[src/rtl/sic4_ctrl_fsm.sv]
// SIC-4 multi-cycle control unit: fetch/decode/exec/mem/wb sequencing, memory watchdog, halt.
// Latency: R/ADDI 4, LW 5, SW 4, BEQ 3 cycles with zero-wait memory (FETCH ack in first cycle).
// Backpressure: FETCH/MEM hold mem_req until mem_ack; TIMEOUT cycles without ack traps in ERR.
// Optional macro SIC4_CTRL_RETIRE_CNT_EN adds the o_retired instruction counter.
module sic4_ctrl_fsm #(
  parameter int unsigned TIMEOUT = 15,
  parameter int unsigned TO_W    = 8
) (
  input  logic        i_clk,
  input  logic        i_rst_n,
  input  logic        i_run,
  input  logic [1:0]  i_op,
  input  logic [1:0]  i_rtd,
  input  logic [1:0]  i_rs,
  input  logic [1:0]  i_fun_imm,
  input  logic        i_alu_zero,
  input  logic        i_mem_ack,
  output logic        o_mem_req,
  output logic        o_mem_we,
  output logic        o_addr_sel,
  output logic        o_ir_load,
  output logic        o_pc_inc,
  output logic        o_pc_branch,
  output logic [1:0]  o_alu_op,
  output logic        o_alu_src,
  output logic        o_reg_we,
  output logic        o_wb_sel,
  output logic        o_halted,
  output logic        o_bus_err,
  output logic [2:0]  o_state
`ifdef SIC4_CTRL_RETIRE_CNT_EN
  ,
  output logic [15:0] o_retired
`endif
);

  typedef enum logic [2:0] {
    S_IDLE   = 3'd0,
    S_FETCH  = 3'd1,
    S_DECODE = 3'd2,
    S_EXEC   = 3'd3,
    S_MEM    = 3'd4,
    S_WB     = 3'd5,
    S_HALT   = 3'd6,
    S_ERR    = 3'd7
  } state_t;

  localparam logic [1:0] OP_R    = 2'b00;
  localparam logic [1:0] OP_ADDI = 2'b01;
  localparam logic [1:0] OP_MEM  = 2'b10;

  // Watchdog fires on the cycle that would make the no-ack count reach TIMEOUT.
  localparam logic [TO_W-1:0] TO_LAST = TO_W'(TIMEOUT - 1);

  state_t          r_state;
  logic [TO_W-1:0] r_wdog;

  logic       w_is_halt;
  logic       w_mem_phase;
  logic       w_wdog_hit;
  logic [1:0] w_isa_alu_op;
  logic       w_isa_alu_src;

  assign w_is_halt   = ({i_op, i_rtd, i_rs, i_fun_imm} == 8'hFF);
  assign w_mem_phase = (r_state == S_FETCH) || (r_state == S_MEM);
  assign w_wdog_hit  = (r_wdog == TO_LAST);

  // ALU control from the latched instruction fields.
  always_comb begin
    w_isa_alu_op  = 2'b00;
    w_isa_alu_src = 1'b0;
    case (i_op)
      OP_R:    begin w_isa_alu_op = i_fun_imm; w_isa_alu_src = 1'b0; end
      OP_ADDI: begin w_isa_alu_op = 2'b00;     w_isa_alu_src = 1'b1; end
      OP_MEM:  begin w_isa_alu_op = 2'b00;     w_isa_alu_src = 1'b1; end
      default: begin w_isa_alu_op = 2'b01;     w_isa_alu_src = 1'b0; end
    endcase
  end

  // State sequencing and memory watchdog; any ack or state change clears the count.
  always_ff @(posedge i_clk or negedge i_rst_n) begin
    if (!i_rst_n) begin
      r_state <= S_IDLE;
      r_wdog  <= '0;
    end else begin
      if (w_mem_phase && !i_mem_ack && !w_wdog_hit) begin
        r_wdog <= r_wdog + TO_W'(1);
      end else begin
        r_wdog <= '0;
      end

      case (r_state)
        S_IDLE: begin
          if (i_run) r_state <= S_FETCH;
        end
        S_FETCH: begin
          if (i_mem_ack)       r_state <= S_DECODE;
          else if (w_wdog_hit) r_state <= S_ERR;
        end
        S_DECODE: begin
          r_state <= w_is_halt ? S_HALT : S_EXEC;
        end
        S_EXEC: begin
          case (i_op)
            OP_R, OP_ADDI: r_state <= S_WB;
            OP_MEM:        r_state <= S_MEM;
            default:       r_state <= S_FETCH;
          endcase
        end
        S_MEM: begin
          if (i_mem_ack)       r_state <= i_fun_imm[0] ? S_FETCH : S_WB;
          else if (w_wdog_hit) r_state <= S_ERR;
        end
        S_WB: begin
          r_state <= S_FETCH;
        end
        S_HALT: begin
          r_state <= S_HALT;
        end
        default: begin
          r_state <= S_ERR;
        end
      endcase
    end
  end

  // Outputs decoded from the state register; ir_load/pc_inc follow ack within the FETCH cycle.
  // ALU controls stay valid through MEM and WB since the address and write-back data come
  // straight from the combinational ALU.
  always_comb begin
    o_mem_req   = 1'b0;
    o_mem_we    = 1'b0;
    o_addr_sel  = 1'b0;
    o_ir_load   = 1'b0;
    o_pc_inc    = 1'b0;
    o_pc_branch = 1'b0;
    o_alu_op    = 2'b00;
    o_alu_src   = 1'b0;
    o_reg_we    = 1'b0;
    o_wb_sel    = 1'b0;
    o_halted    = 1'b0;
    o_bus_err   = 1'b0;
    case (r_state)
      S_FETCH: begin
        o_mem_req = 1'b1;
        o_ir_load = i_mem_ack;
        o_pc_inc  = i_mem_ack;
      end
      S_EXEC: begin
        o_alu_op    = w_isa_alu_op;
        o_alu_src   = w_isa_alu_src;
        o_pc_branch = (i_op == 2'b11) && i_alu_zero;
      end
      S_MEM: begin
        o_mem_req  = 1'b1;
        o_addr_sel = 1'b1;
        o_mem_we   = i_fun_imm[0];
        o_alu_op   = w_isa_alu_op;
        o_alu_src  = w_isa_alu_src;
      end
      S_WB: begin
        o_reg_we  = 1'b1;
        o_wb_sel  = (i_op == OP_MEM);
        o_alu_op  = w_isa_alu_op;
        o_alu_src = w_isa_alu_src;
      end
      S_HALT:  o_halted  = 1'b1;
      S_ERR:   o_bus_err = 1'b1;
      default: ;
    endcase
  end

  assign o_state = r_state;

`ifdef SIC4_CTRL_RETIRE_CNT_EN
  logic        w_retire;
  logic [15:0] r_retired;

  assign w_retire = (r_state == S_WB)
                 || ((r_state == S_EXEC) && (i_op == 2'b11))
                 || ((r_state == S_MEM) && i_mem_ack && i_fun_imm[0]);

  // Count completed instructions; wraps naturally at 16 bits.
  always_ff @(posedge i_clk or negedge i_rst_n) begin
    if (!i_rst_n) r_retired <= '0;
    else if (w_retire) r_retired <= r_retired + 16'd1;
  end

  assign o_retired = r_retired;
`endif

endmodule

[config.mk]
export PLATFORM = sky130hd
export DESIGN_NAME = sic4_ctrl_fsm
export DESIGN_NICKNAME = d
export VERILOG_FILES = /design/src/rtl/sic4_ctrl_fsm.sv
export SDC_FILE = /design/constraint.sdc
export NUM_CORES = 1
export LEC_CHECK = 0
export CORE_MARGIN = 2
export CORE_UTILIZATION = 30
export DETAILED_ROUTE_END_ITERATION = 10
export GPL_ROUTABILITY_DRIVEN = 0
export SLEW_MARGIN = 30
export SYNTH_ARGS = -nofsm -noshare
export SYNTH_HDL_FRONTEND = slang
export SYNTH_SLANG_ARGS = --single-unit
export TNS_END_PERCENT = 30
[constraint.sdc]
create_clock -name i_clk -period 1.6 [get_ports i_clk]
set_clock_uncertainty 0.15 [all_clocks]
set_input_delay 0.32 -clock i_clk [delete_from_list [all_inputs] [get_ports i_clk]]
set_output_delay 0.32 -clock i_clk [all_outputs]
set_load 0.02 [all_outputs]
# ---- Yosys cells after proc, flatten, opt, wreduce, memory -nomap -nowiden
# Index checks and enable logic that the tools add are counted.
dict set report totals {
  ff_bits 11
  in_bits 13
}
dict set report op_classes {
  add_sub_neg 1
  eq_ne 13
  muxes 22
  n_reduce_logical 12
}
# operator n
set ops {}
lappend ops {{one-hot mux 3 bit (7 select lines)} 1}
lappend ops {{two-way mux 3 bit} 6}
lappend ops {{== test 3 bit, second input constant} 4}
lappend ops {{two-way mux 1 bit} 11}
lappend ops {{adder 8 x 1 -> 8 bit, second input constant} 1}
lappend ops {{== test 8 x 4 -> 1 bit, second input constant} 1}
lappend ops {{== test 8 bit, second input constant} 1}
lappend ops {{two-way mux 8 bit} 1}
lappend ops {{== test 3 x 2 -> 1 bit, second input constant} 2}
lappend ops {{one-hot mux 3 bit (2 select lines)} 1}
lappend ops {{OR reduction 2 bit} 3}
lappend ops {{== test 2 bit, second input constant} 2}
lappend ops {{one-hot mux 2 bit (2 select lines)} 1}
lappend ops {{== test 3 x 1 -> 1 bit, second input constant} 1}
lappend ops {{logical AND 1 bit} 3}
lappend ops {{zero test 3 bit} 1}
lappend ops {{OR reduction 3 bit} 1}
lappend ops {{== test 2 x 1 -> 1 bit, second input constant} 1}
lappend ops {{zero test 1 bit} 2}
lappend ops {{zero test 2 bit} 1}
lappend ops {{two-way mux 2 bit} 1}
lappend ops {{!= test 2 bit, second input constant} 1}
lappend ops {{logical OR 1 bit} 1}

# ---- Longest topological paths before layout
# Gate-level depths: netlist of run 1.
dict set report depth {
  word_depth 5
  depth_mapped 5
  ltp_nobuf 5
}

# ---- Worst setup path before layout of run 1
# Ideal clock, no wire load.
dict set report synth_timing {
  kind {register -> output}
  start {register r_state[0] (netlist: o_state[0])}
  end {output o_pc_inc}
  arrival_time_ns 1.633
  required_time_ns 1.130
  path_slack_ns -0.503
  stages_incl_launch_ff 5
  path_buffers 2
  cell_sequence {dfrtp_1 -> buf_2 -> inv_1 -> nor3b_1 -> buf_4}
}
dict set report synth_between {
  elab_chain_len 2
}
# item line
set synth_lines {}
lappend synth_lines {{from (decl)} 55} ;# state_t r_state;
lappend synth_lines {{from (signal assigned)} 101} ;# r_state <= w_is_halt ? S_HALT : S_EXEC;
lappend synth_lines {{from (signal assigned)} 111} ;# if (i_mem_ack) r_state <= i_fun_imm[0] ? S_FETCH : S_WB;
lappend synth_lines {{== test 3 x 1 -> 1 bit} --}
lappend synth_lines {{two-way mux 1 bit} --}
lappend synth_lines {{to (decl)} 22} ;# output logic o_pc_inc,
# No other way between the ends.

# ---- Final worst setup path of run 1
dict set report layout_timing {
  start {input i_mem_ack}
  end {output o_ir_load}
}
dict set report layout_between {
  elab_chain_len 1
}
# item line
set layout_lines {}
lappend layout_lines {{from (decl)} 17} ;# input logic i_mem_ack,
lappend layout_lines {{two-way mux 1 bit} 143} ;# case (r_state)
lappend layout_lines {{to (decl)} 21} ;# output logic o_ir_load,
# No other way between the ends.

==> results.md, run 1 <==
- FF-to-FF End: r_wdog[6]
- CTS tree: yes
- Clock power share: 0.092
- Required @ worst endpoint: 1.13 ns
- PnR worst setup slack: -0.2093 ns
- Post-layout nets: 171
- DR iter-0 viols: 7
- Syn Area/Cell: 8.498 sq um
- Cell Rows: 18
- Worst reg-to-reg setup slack: -0.07 ns
- CP max-delay cell: clkdlybuf4s50_1
- Setup TNS: -1.847 ns
- Crit Path Max Fanout: 2
- Biggest area consumer among synthesized cells: dfrtp_1
- Slew @ Worst Pin: 0.4955 ns
- Largest buffer count on any clock path: 2
- Tcrit/Tclk final: 1.131
- Synthesized cell area: 815.8 sq um
- Core outline area: 2522 sq um
- Power Total: 1.976 mW
- Clock Latency Late Sink: 0.26 ns
- CP Class: in2out
- Reg2reg path depth: 4
- Flops & latches, synth: 11
- FMAX: 0.5527 GHz
- Max Cap Viol: 0
- Status: finished with violations
- Post-synth EDFFs: 0
- GR Overflow Total: 0
- Number of global-route vias before repair: 834
- Wirelength per Cell: 12.22 microns
- Post-route DRC violation count: 0
- Root buffer cell: clkbuf_4
- FF/Latch Area: 279.0 sq um
- CP Data Arrival Time: 1.34 ns
- CP Launch Type: input pin
- Vias post-DR: 891
- Post-synth top area share: 0.3374
- Global-route wire length before repair: 3781 microns
- Antenna-violating nets left: 0
- Synth area leaders: dfrtp_1 (34%), ha_1 (11%), nor2_1 (5.1%)
- Cell Int Power: 1.139 mW
- Buf/Inv on CP: 2
- DIE WIDTH: 56.15 microns
- Seq pwr share: 0.202
- Diode count: 0
- Mapped Nets: 116
- Final number of setup-violating endpoints: 21
- CTS H-tree lvls: 1
- Footprint of the multi-input gates: 568.0 sq um
- Total CTS buffers: 3
- Share of cells above drive strength 1: 0.4133
- Fillers: 251
- NetSw: 0.8362 mW
- Pleak: 0.6493 nW
- Gr usage total: 0.1486
- CP Capture Type: primary output
- DIE HEIGHT: 56.15 microns
- Area Overhead vs Synth: 73.47%
- Synth top cells by count: dfrtp_1 (11), nor2_1 (11), ha_1 (7)
- CP peak stage delay: 0.48 ns
- Drt first pass iters: 4
- Min-delay worst type: in2async
- Post-synth ARST share: 1.000
- Post-synthesis cell type count: 33
- Max Slew Vio Count: 0
- Maximum number of pins on one net before global-route repair: 12
- Final Hold Viols: 0
- Critical path's top delay family: buffers and inverters
- Max VDD drop: 0.0008421 V
- Failing checks: setup timing
- Total Routed Length: 2199 microns
- Synthesis Warnings: 0
- Switching part of the total: 0.4233
- Ys flop type: dfrtp_1
- Pwr dens: 1396 nW/um^2
- Slew headroom: 0.6686
- Clk slew on worst S/H paths: 0.06 ns
- RSZ-0062 raised after global routing: yes
- Buffers on Ports: 28
- Combinational share of power: 0.706
- DP HPWL: 1709 microns
- RR Startpoint: r_wdog[1]
- Pre-CTS setup slack: -0.9006 ns
- Post-synthesis sequential area ratio: 0.3374
- IO Pins: 29
- Via-to-Cell Ratio: 4.950
- Post-layout minimum cycle time: 1.809 ns
- Clk sink count: 11
- Initial antenna violation count: 0
- Mapped Cells: 96
- Cells along the critical path: clkdlybuf4s50_1 > nor2b_2 > nor3b_4 > buf_6
- Initial core utilization: 0.3234
- Die Area: 3152 sq um
## worst register-to-register path, cell delays in order, from the launching register on
cell and delay (ns):
dfrtp_1 0.38, ha_2 0.18, and4b_4 0.20, a2111o_1 0.49
a21oi_1 0.18
## cell families (layout without fill, tap and decap cells)
group                    after synthesis  count (layout)  share of synthesized area
AO/OA/AOI/OAI                         18              18                     0.1365
AND/OR/NAND/NOR                       46              46                     0.3144
flip-flops                            11              11                     0.3374
multiplexers                           1               1                    0.01227
XOR/XNOR                               4               4                    0.04295
adder cells (fa/ha/maj)                7               7                     0.1074
buffers and inverters                  9              63                    0.04908
## worst max-delay path by stage
stage	startpoint	end	slack (ns)	depth (start not counted)
5_1_grt	o_state[2]	o_alu_src	-0.26	5
6_report	i_mem_ack	o_ir_load	-0.21	4
3_3_place_gp	i_op[0]	o_alu_op[0]	-0.89	7
4_1_cts	o_state[2]	o_alu_op[0]	-0.20	4
3_5_place_dp	i_op[0]	o_alu_op[0]	-0.90	7
2_1_floorplan	r_wdog[0]	r_wdog[5]	-0.04	5
## area by class of cell
cell class	count	share of cell area
inverter	5	0.01680
sequential	11	0.1972
multi-input combinational	76	0.4014
clock buffer	4	0.01857
tap	30	0.02653
timing repair buffer	54	0.3395
## metrics by stage
stage / cells / hold WS, ns / instance area (sq um) / utilization
2_1_floorplan: 96 / -0.1256 / 868.3 / -
3_3_place_gp: 171 / 0.3729 / 1309 / 0.5188
5_1_grt: 180 / 0.2601 / 1415 / 0.5610
4_1_cts: 180 / 0.2409 / 1389 / 0.5506
3_5_place_dp: 171 / 0.3850 / 1309 / 0.5188
6_report: 180 / 0.2369 / 1415 / 0.5610
## repair_timing
item                                    CTS  global route
endpoints found under the setup margin   26            22
endpoints found under the hold margin     0             0
hold buffers                              0             0
setup buffers                             5             0
pin swaps                                10             3
gates resized for setup                  91             8
## cells in the final DEF (no fill, tap or decap), drive strengths merged, types with 2 or more instances in the layout
cell type,count
ha,7
and2,3
clkdlybuf4s50,9
dfrtp,11
nor2,11
nand2,4
or3,3
buf,41
xnor2,2
nand3,6
and3,3
clkbuf,4
clkdlybuf4s15,2
nand4,4
nand3b,2
o211ai,2
xor2,2
nand2b,2
o21ai,5
inv,5
o22ai,2
a21oi,6
nor2b,2
## registers in the layout, indices dropped and copies added, names as in the netlist
| register | flops |
|---|---|
| o_state | 3 |
| r_wdog | 8 |
## routing by layer
layer  routed length, microns  track usage  share of wire
met1                     1040       0.2031           0.47
met2                     1045       0.2387           0.48
met3                       92      0.02791          0.042
met4                       22      0.04082          0.010
met5                        0            0              0
## power by group through the flow
stage / Sequential [mW] / Clock [mW] / Combinational [mW]
3_3_place_gp: 0.390 / 0 / 1.22
4_1_cts: 0.399 / 0.190 / 1.37
6_report: 0.399 / 0.182 / 1.39
3_5_place_dp: 0.392 / 0 / 1.23
2_1_floorplan: 0.453 / 0 / 0.626
5_1_grt: 0.408 / 0.203 / 1.51
Note: power is estimated with default switching activity, not from simulation.
==> inputs of run 2 (changes only) <==
--- a/config.mk
+++ b/config.mk
@@ -6,9 +6,11 @@
 export NUM_CORES = 1
 export LEC_CHECK = 0
 export CORE_MARGIN = 2
-export CORE_UTILIZATION = 30
+export CORE_UTILIZATION = 39
 export DETAILED_ROUTE_END_ITERATION = 10
 export GPL_ROUTABILITY_DRIVEN = 0
+export MAX_ROUTING_LAYER = met4
+export PLACE_DENSITY = 0.74
 export SLEW_MARGIN = 30
 export SYNTH_ARGS = -nofsm -noshare
 export SYNTH_HDL_FRONTEND = slang
==> results.md, run 2 (synthesis gave the netlist of run 1 again) <==
- Post-layout nets: 170 (-0.58%)
- Met1 Track Usage GR: 0.2562 (+0.05309)
- Reg2reg path depth: 5 (+1)
- FMAX: 0.5435 GHz (-1.7%)
- Via-to-Cell Ratio: 5.142 (+3.9%)
- CP Launch Type: input pin
- Share of cells above drive strength 1: 0.4430 (+0.02962)
- Drt first pass iters: 4 (unchanged)
- Cell Rows: 16 (-2)
- Initial antenna violation count: 0 (unchanged)
- Setup TNS: -1.937 ns (-0.08962 ns)
- RSZ-0062 raised after global routing: yes
- DR iter-0 viols: 41 (+34)
- CP Capture Type: primary output
- Clk sink count: 11 (unchanged)
- Total Routed Length: 2418 microns (+10%)
- Flip-flop count of the largest register after layout: 8 (unchanged)
- Cell area after layout: 1424 sq um (+0.62%)
- Vias post-DR: 905 (+1.6%)
- Slew @ Worst Pin: 0.4918 ns (-0.003735 ns)
- Status: finished with violations
- Post-route DRC violation count: 0 (unchanged)
- DIE HEIGHT: 49.74 microns (-11%)
- Maximum number of pins on one net before global-route repair: 12 (unchanged)
- Number of global-route vias before repair: 914 (+9.6%)
- Failing checks: setup timing
- Biggest register: r_wdog
- Most common cell after layout, fill and taps aside: buf_4
- Core outline area: 1962 sq um (-22%)
- Most frequent cells in the layout: buf_4 (26), buf_6 (12), clkdlybuf4s50_1 (10), nor2_1 (8), dfrtp_1 (8)
- Required @ worst endpoint: 1.13 ns (about the same)
- Pwr dens: 1417 nW/um^2 (+1.5%)
- Max VDD drop: 0.0007783 V (-7.6%)
- Fin cells: 176 (-2.2%)
- Antenna-violating nets left: 0 (unchanged)
- CTS H-tree lvls: 1 (unchanged)
- CTS tree: yes
- Worst reg-to-reg setup slack: -0.06 ns (about the same)
- Global-route wire length before repair: 4071 microns (+7.7%)
- Crit Path Max Fanout: 2 (unchanged)
- CP Data Arrival Time: 1.37 ns (+0.03 ns)
- Clk slew on worst S/H paths: 0.07 ns (about the same)
- Initial core utilization: 0.4158 (+0.09240)
- Post-layout minimum cycle time: 1.840 ns (+0.03062 ns)
- Area Overhead vs Synth: 74.54%
- FF/Latch Area: 279.0 sq um (unchanged)
- PnR worst setup slack: -0.2400 ns (-0.03062 ns)
- Placed Cells: 170 (-0.58%)
- Largest buffer count on any clock path: 2 (unchanged)
- Clock Latency Late Sink: 0.27 ns (about the same)
- Diode count: 0 (unchanged)
- Tcrit/Tclk final: 1.150 (+0.01914)
- Max Cap Viol: 0 (unchanged)
- Final number of setup-violating endpoints: 20 (-4.8%)
- Met2 usage: 0.3822 (+0.1436)
- Max Slew Vio Count: 0 (unchanged)
- Die Area: 2474 sq um (-22%)
- Fin Hold WS: 0.2272 ns (-0.009743 ns)
- Pleak: 0.6358 nW (-2.1%)
- Final Hold Viols: 0 (unchanged)
- Fillers: 175 (-30%)
- Footprint of the multi-input gates: 598.1 sq um (+5.3%)
- Slew headroom: 0.6711 (+0.002498)
- FF-to-FF End: r_wdog[5]
- Total CTS buffers: 3 (unchanged)
- DIE WIDTH: 49.74 microns (-11%)
- IO Pins: 29 (unchanged)
- Gr usage total: 0.2212 (+0.07257)
- Buffers on Ports: 28 (unchanged)
- RR Startpoint: o_state[2]
- Final core occ: 0.7258 (+0.1648)
- DP HPWL: 1812 microns (+6.0%)
- Area of placed instances: 1320 sq um (+0.86%)
- Root buffer cell: clkbuf_4
- Gr busiest metal: met2
- GR Overflow Total: 0 (unchanged)
- Met3 Usage GRT: 0.05455 (+0.02664)
- Wirelength per Cell: 13.74 microns (+12%)
- CP Class: in2out
- Min-delay worst type: in2async
-- run 2: changes by cell type in the layout (fill, tap and decap cells not counted), sizes merged --
cell           change
clkdlybuf4s50      +1
clkbuf             +1
dlygate4sd2        +1
buf                -1
clkdlybuf4s15      -2
dlymetal6s2s       -1
-- run 2: what timing repair did --
action                     CTS  global route
setup buffers                2             0
hold buffers                 0             0
gates resized for setup     92            15
pin swaps                    8             4
setup endpoints to repair   26            24
-- run 2: cell type report --
| type | count | area share |
|---|---|---|
| Clock buffer | 4 | 0.01845 |
| Inverter | 5 | 0.01670 |
| Timing Repair Buffer | 53 | 0.3251 |
| Multi-Input combinational cell | 76 | 0.4200 |
| Tap cell | 27 | 0.02373 |
| Sequential cell | 11 | 0.1960 |
-- run 2: where the power goes --
part	internal [mW]	total (mW)	switching, mW
registers	0.334	0.388	0.0533
logic	0.714	1.44	0.728
clock network	0.0967	0.188	0.0913
total	1.15	2.02	0.873
-- run 2: critical path, cell delays in order --
cell	delay [ns]
clkdlybuf4s50_1	0.50
nor2b_2	0.18
nor3b_4	0.20
buf_4	0.17
-- run 2: per-layer routing --
layer | wire length (microns) | vias up
li1 | - | 451
met1 | 994 | 427
met2 | 1296 | 23
met3 | 103 | 4
met4 | 25 | 0
met5 | 0 | -
-- run 2: how the worst max path moves through the flow --
stage	startpoint	to	slack (ns)	cells past startpoint
after floorplan	r_wdog[0]	r_wdog[5]	-0.04	5
after global placement	i_op[0]	o_alu_op[0]	-0.88	7
after detailed placement	i_op[0]	o_alu_op[0]	-0.97	7
after CTS	o_state[2]	o_alu_op[0]	-0.23	4
after global routing	i_mem_ack	o_pc_inc	-0.28	4
final	i_mem_ack	o_ir_load	-0.24	4
-- run 2: stage by stage --
step           power [mW]  worst slack [ns]
3_5_place_dp        1.657           -0.9721
3_3_place_gp        1.625           -0.8821
5_1_grt             2.152           -0.2829
6_report            2.018           -0.2400
4_1_cts             1.918           -0.2270
2_1_floorplan       1.079          -0.03569
==> RTL change (config.mk and constraints of run 2) <==
`TO_W`: 8 -> 9.
--- a/src/rtl/sic4_ctrl_fsm.sv
+++ b/src/rtl/sic4_ctrl_fsm.sv
@@ -6,3 +6,3 @@
   parameter int unsigned TIMEOUT = 15,
-  parameter int unsigned TO_W    = 8
+  parameter int unsigned TO_W    = 9
 ) (
Function: no difference found for any inputs over 10 cycles, from zero or initial values and one cycle with i_rst_n low; that may be too few to reach the edited logic, so the function may still have changed.
==> RTL change against run 2 <==
  * The flow still finishes with violations (setup timing)
  * Clock power decreased by 5%
  * Design area decreased by 0.79%
  * Cell count decreased by 1.7%
  * Worst setup slack got worse by 0.021 ns
  * First-iteration DRC count decreased by 85%
  * Synthesized area increased by 5.2%
  * Power decreased by 2.0%
  * Worst hold slack got worse by 0.018 ns
  * Routed wire length decreased by 3.1%
  * Sequential cell count increased by 1
  * Core utilization decreased by 2.7 points
  * Critical endpoint is now o_alu_op[0]
==> RTL change: results (changes against run 2) <==
Global routing
  • Vias in the first global route: 857 (-6.2%)
  • First-pass GRT wire length: 3.85 mm (-5.4%)
  • Largest net degree at the start of global routing: 13 (+1)
  • Initial antenna violation count: 0 (unchanged)
  • All-Layer GR Usage: 20.7% (-1.4 points)

Clock tree
  • Worst-Skew Late Latency: 0.27 ns (about the same)
  • Root buffer cell: clkbuf_4
  • CTS Buf Count: 3 (unchanged)
  • Worst-path clk slew: 0.07 ns (about the same)
  • Post-CTS Setup Inserts: 2 (unchanged)
  • # resized after CTS: 109 (+18%)
  • Htree depth: 1 (unchanged)
  • Clock tree buffer depth: 2 (unchanged)

Drt
  • Vias post-DR: 871 (-3.8%)
  • DR pass1 iterations: 4 (unchanged)
  • Post-DR wirelength/cell: 13.5 µm (-1.5%)
  • Via-per-instance ratio: 5.03 (-2.1%)
  • 1st-iter DRT viols: 6 (-85%)

Power
  • Clock group share of total power: 9.1% (-0.2 points)
  • Cell Pwr Density: 1400 nW/µm² (-1.2%)
  • Sw Ratio: 42.4% (-0.90 points)
  • Static Leakage: 0.660 nW (+3.9%)
  • P_comb: 1.37 mW (-5%)
  • Peak supply drop: 0.799 mV (+2.7%)

Layout
  • Nets@finish: 168 (-1.2%)
  • Largest register FFs: 9 (+1)
  • Layout cells sized above 1: 44.5% (+0.23 points)
  • Diodes inserted: 0 (unchanged)
  • # fillers: 150 (-14%)

STA
  • TNS Setup: -1.77 ns (+0.167 ns)
  • Setup WS post-layout: -0.261 ns (-0.0212 ns)
  • Final setup fails: 13 (-35%)
  • Relative slew slack: 83.2% (+16 points)

Placed design
  • Detailed placement HPWL: 1.78 mm (-1.8%)
  • Post-Place Worst Slack: -1.01 ns (-0.0370 ns)
  • Placed cell area: 1310 µm² (-0.95%)
  • Port bufs: 28 (unchanged)

Setup path
  • Worst path max stage delay: 0.42 ns (-0.08 ns)
  • R2R cell count: 4 (-1)
  • CP arrival: 1.39 ns (+0.02 ns)
  • Worst-path fanout max: 4 (+2)
  • Critical-path top delay cell: dfrtp_2

Synth
  • Synth top area cells: dfrtp_1 (35%), ha_1 (10%), nor2_1 (7.9%), xor2_1 (7.1%), nand4_1 (4.4%)
  • Count of unique library cells instantiated by Yosys: 30 (-9.1%)
  • Mapped Nets: 118 (+1.7%)
  • Mux cell area share after synthesis: 1.31% (+0.085 points)
  • Main synth FF type: dfrtp_1
  • Post-synthesis compound-gate area fraction: 8.16% (-5.5 points)
  • Sequential element share of the synthesized area: 35.0% (+1.2 points)
  • Synthesized-area fraction occupied by adder cells: 10.2% (-0.53 points)
  • Post-Synth XOR/XNOR Area: 8.16% (+3.9 points)
  • Synth Instances: 98 (+2.1%)
  • Top post-synthesis cells by count: nor2_1 (18), dfrtp_1 (12), ha_1 (7), xor2_1 (7), nand4_1 (6)
  • Share of flip-flops with an asynchronous set or reset: 100% (unchanged)

Outcome
  • Outcome: finished, violations left
  • Violated checks: setup timing

Hold path
  • Min-Delay Path Class: primary input to async pin
==> RTL change: final cells by class <==
class / count / area, µm² / share of cell area (%)
multi-input combinational: 78 / 598 / 42.3
timing repair buffer: 49 / 439 / 31.1
sequential: 12 / 304 / 21.5
tap: 27 / 33.8 / 2.39
clock buffer: 3 / 22.5 / 1.59
inverter: 4 / 15.0 / 1.06
==> RTL change: path summary, 6_finish.rpt <==
path                             from     endpoint  slack, ns
setup / recovery           o_state[0]  o_alu_op[0]      -0.26
min in group i_clk          r_wdog[3]    r_wdog[3]       0.39
setup reg to reg            r_wdog[8]   o_state[0]          0
hold / removal                i_rst_n    r_wdog[5]       0.21
hold reg to reg             r_wdog[3]    r_wdog[3]       0.39
max in group asynchronous     i_rst_n   o_state[0]       0.93
==> RTL change: through the flow <==
| stage | hold WS, ns | util [%] |
|---|---|---|
| 3_5_place_dp | 0.374 | 64.7 |
| 3_3_place_gp | 0.367 | 64.7 |
| 4_1_cts | 0.205 | 69.2 |
| 6_report | 0.209 | 69.9 |
| 2_1_floorplan | -0.126 | - |
| 5_1_grt | 0.225 | 69.9 |
==> RTL change: cells by family after synthesis <==
family,Yosys count
AOI/OAI and AO/OA,11
xor gates and xnor gates,8
adders and majority gates,7
buffers and inverters,8
DFF,12
muxes,1
and+or+nand+nor,51
==> RTL change: routing by layer <==
layer	routed length (µm)	vias up	track usage (%)
met4	15	0	4.05
met2	1240	22	37.4
met5	0	-	-
met3	69	2	3.51
met1	1020	413	24.1
li1	-	434	-
==> RTL change: critical path: cells and delay by family (launching register included) <==
kind                   cells  cell delay (ns)
DFF                        1             0.42
buffers and inverters      1             0.12
muxes                      1             0.28
and+or+nand+nor            2             0.30
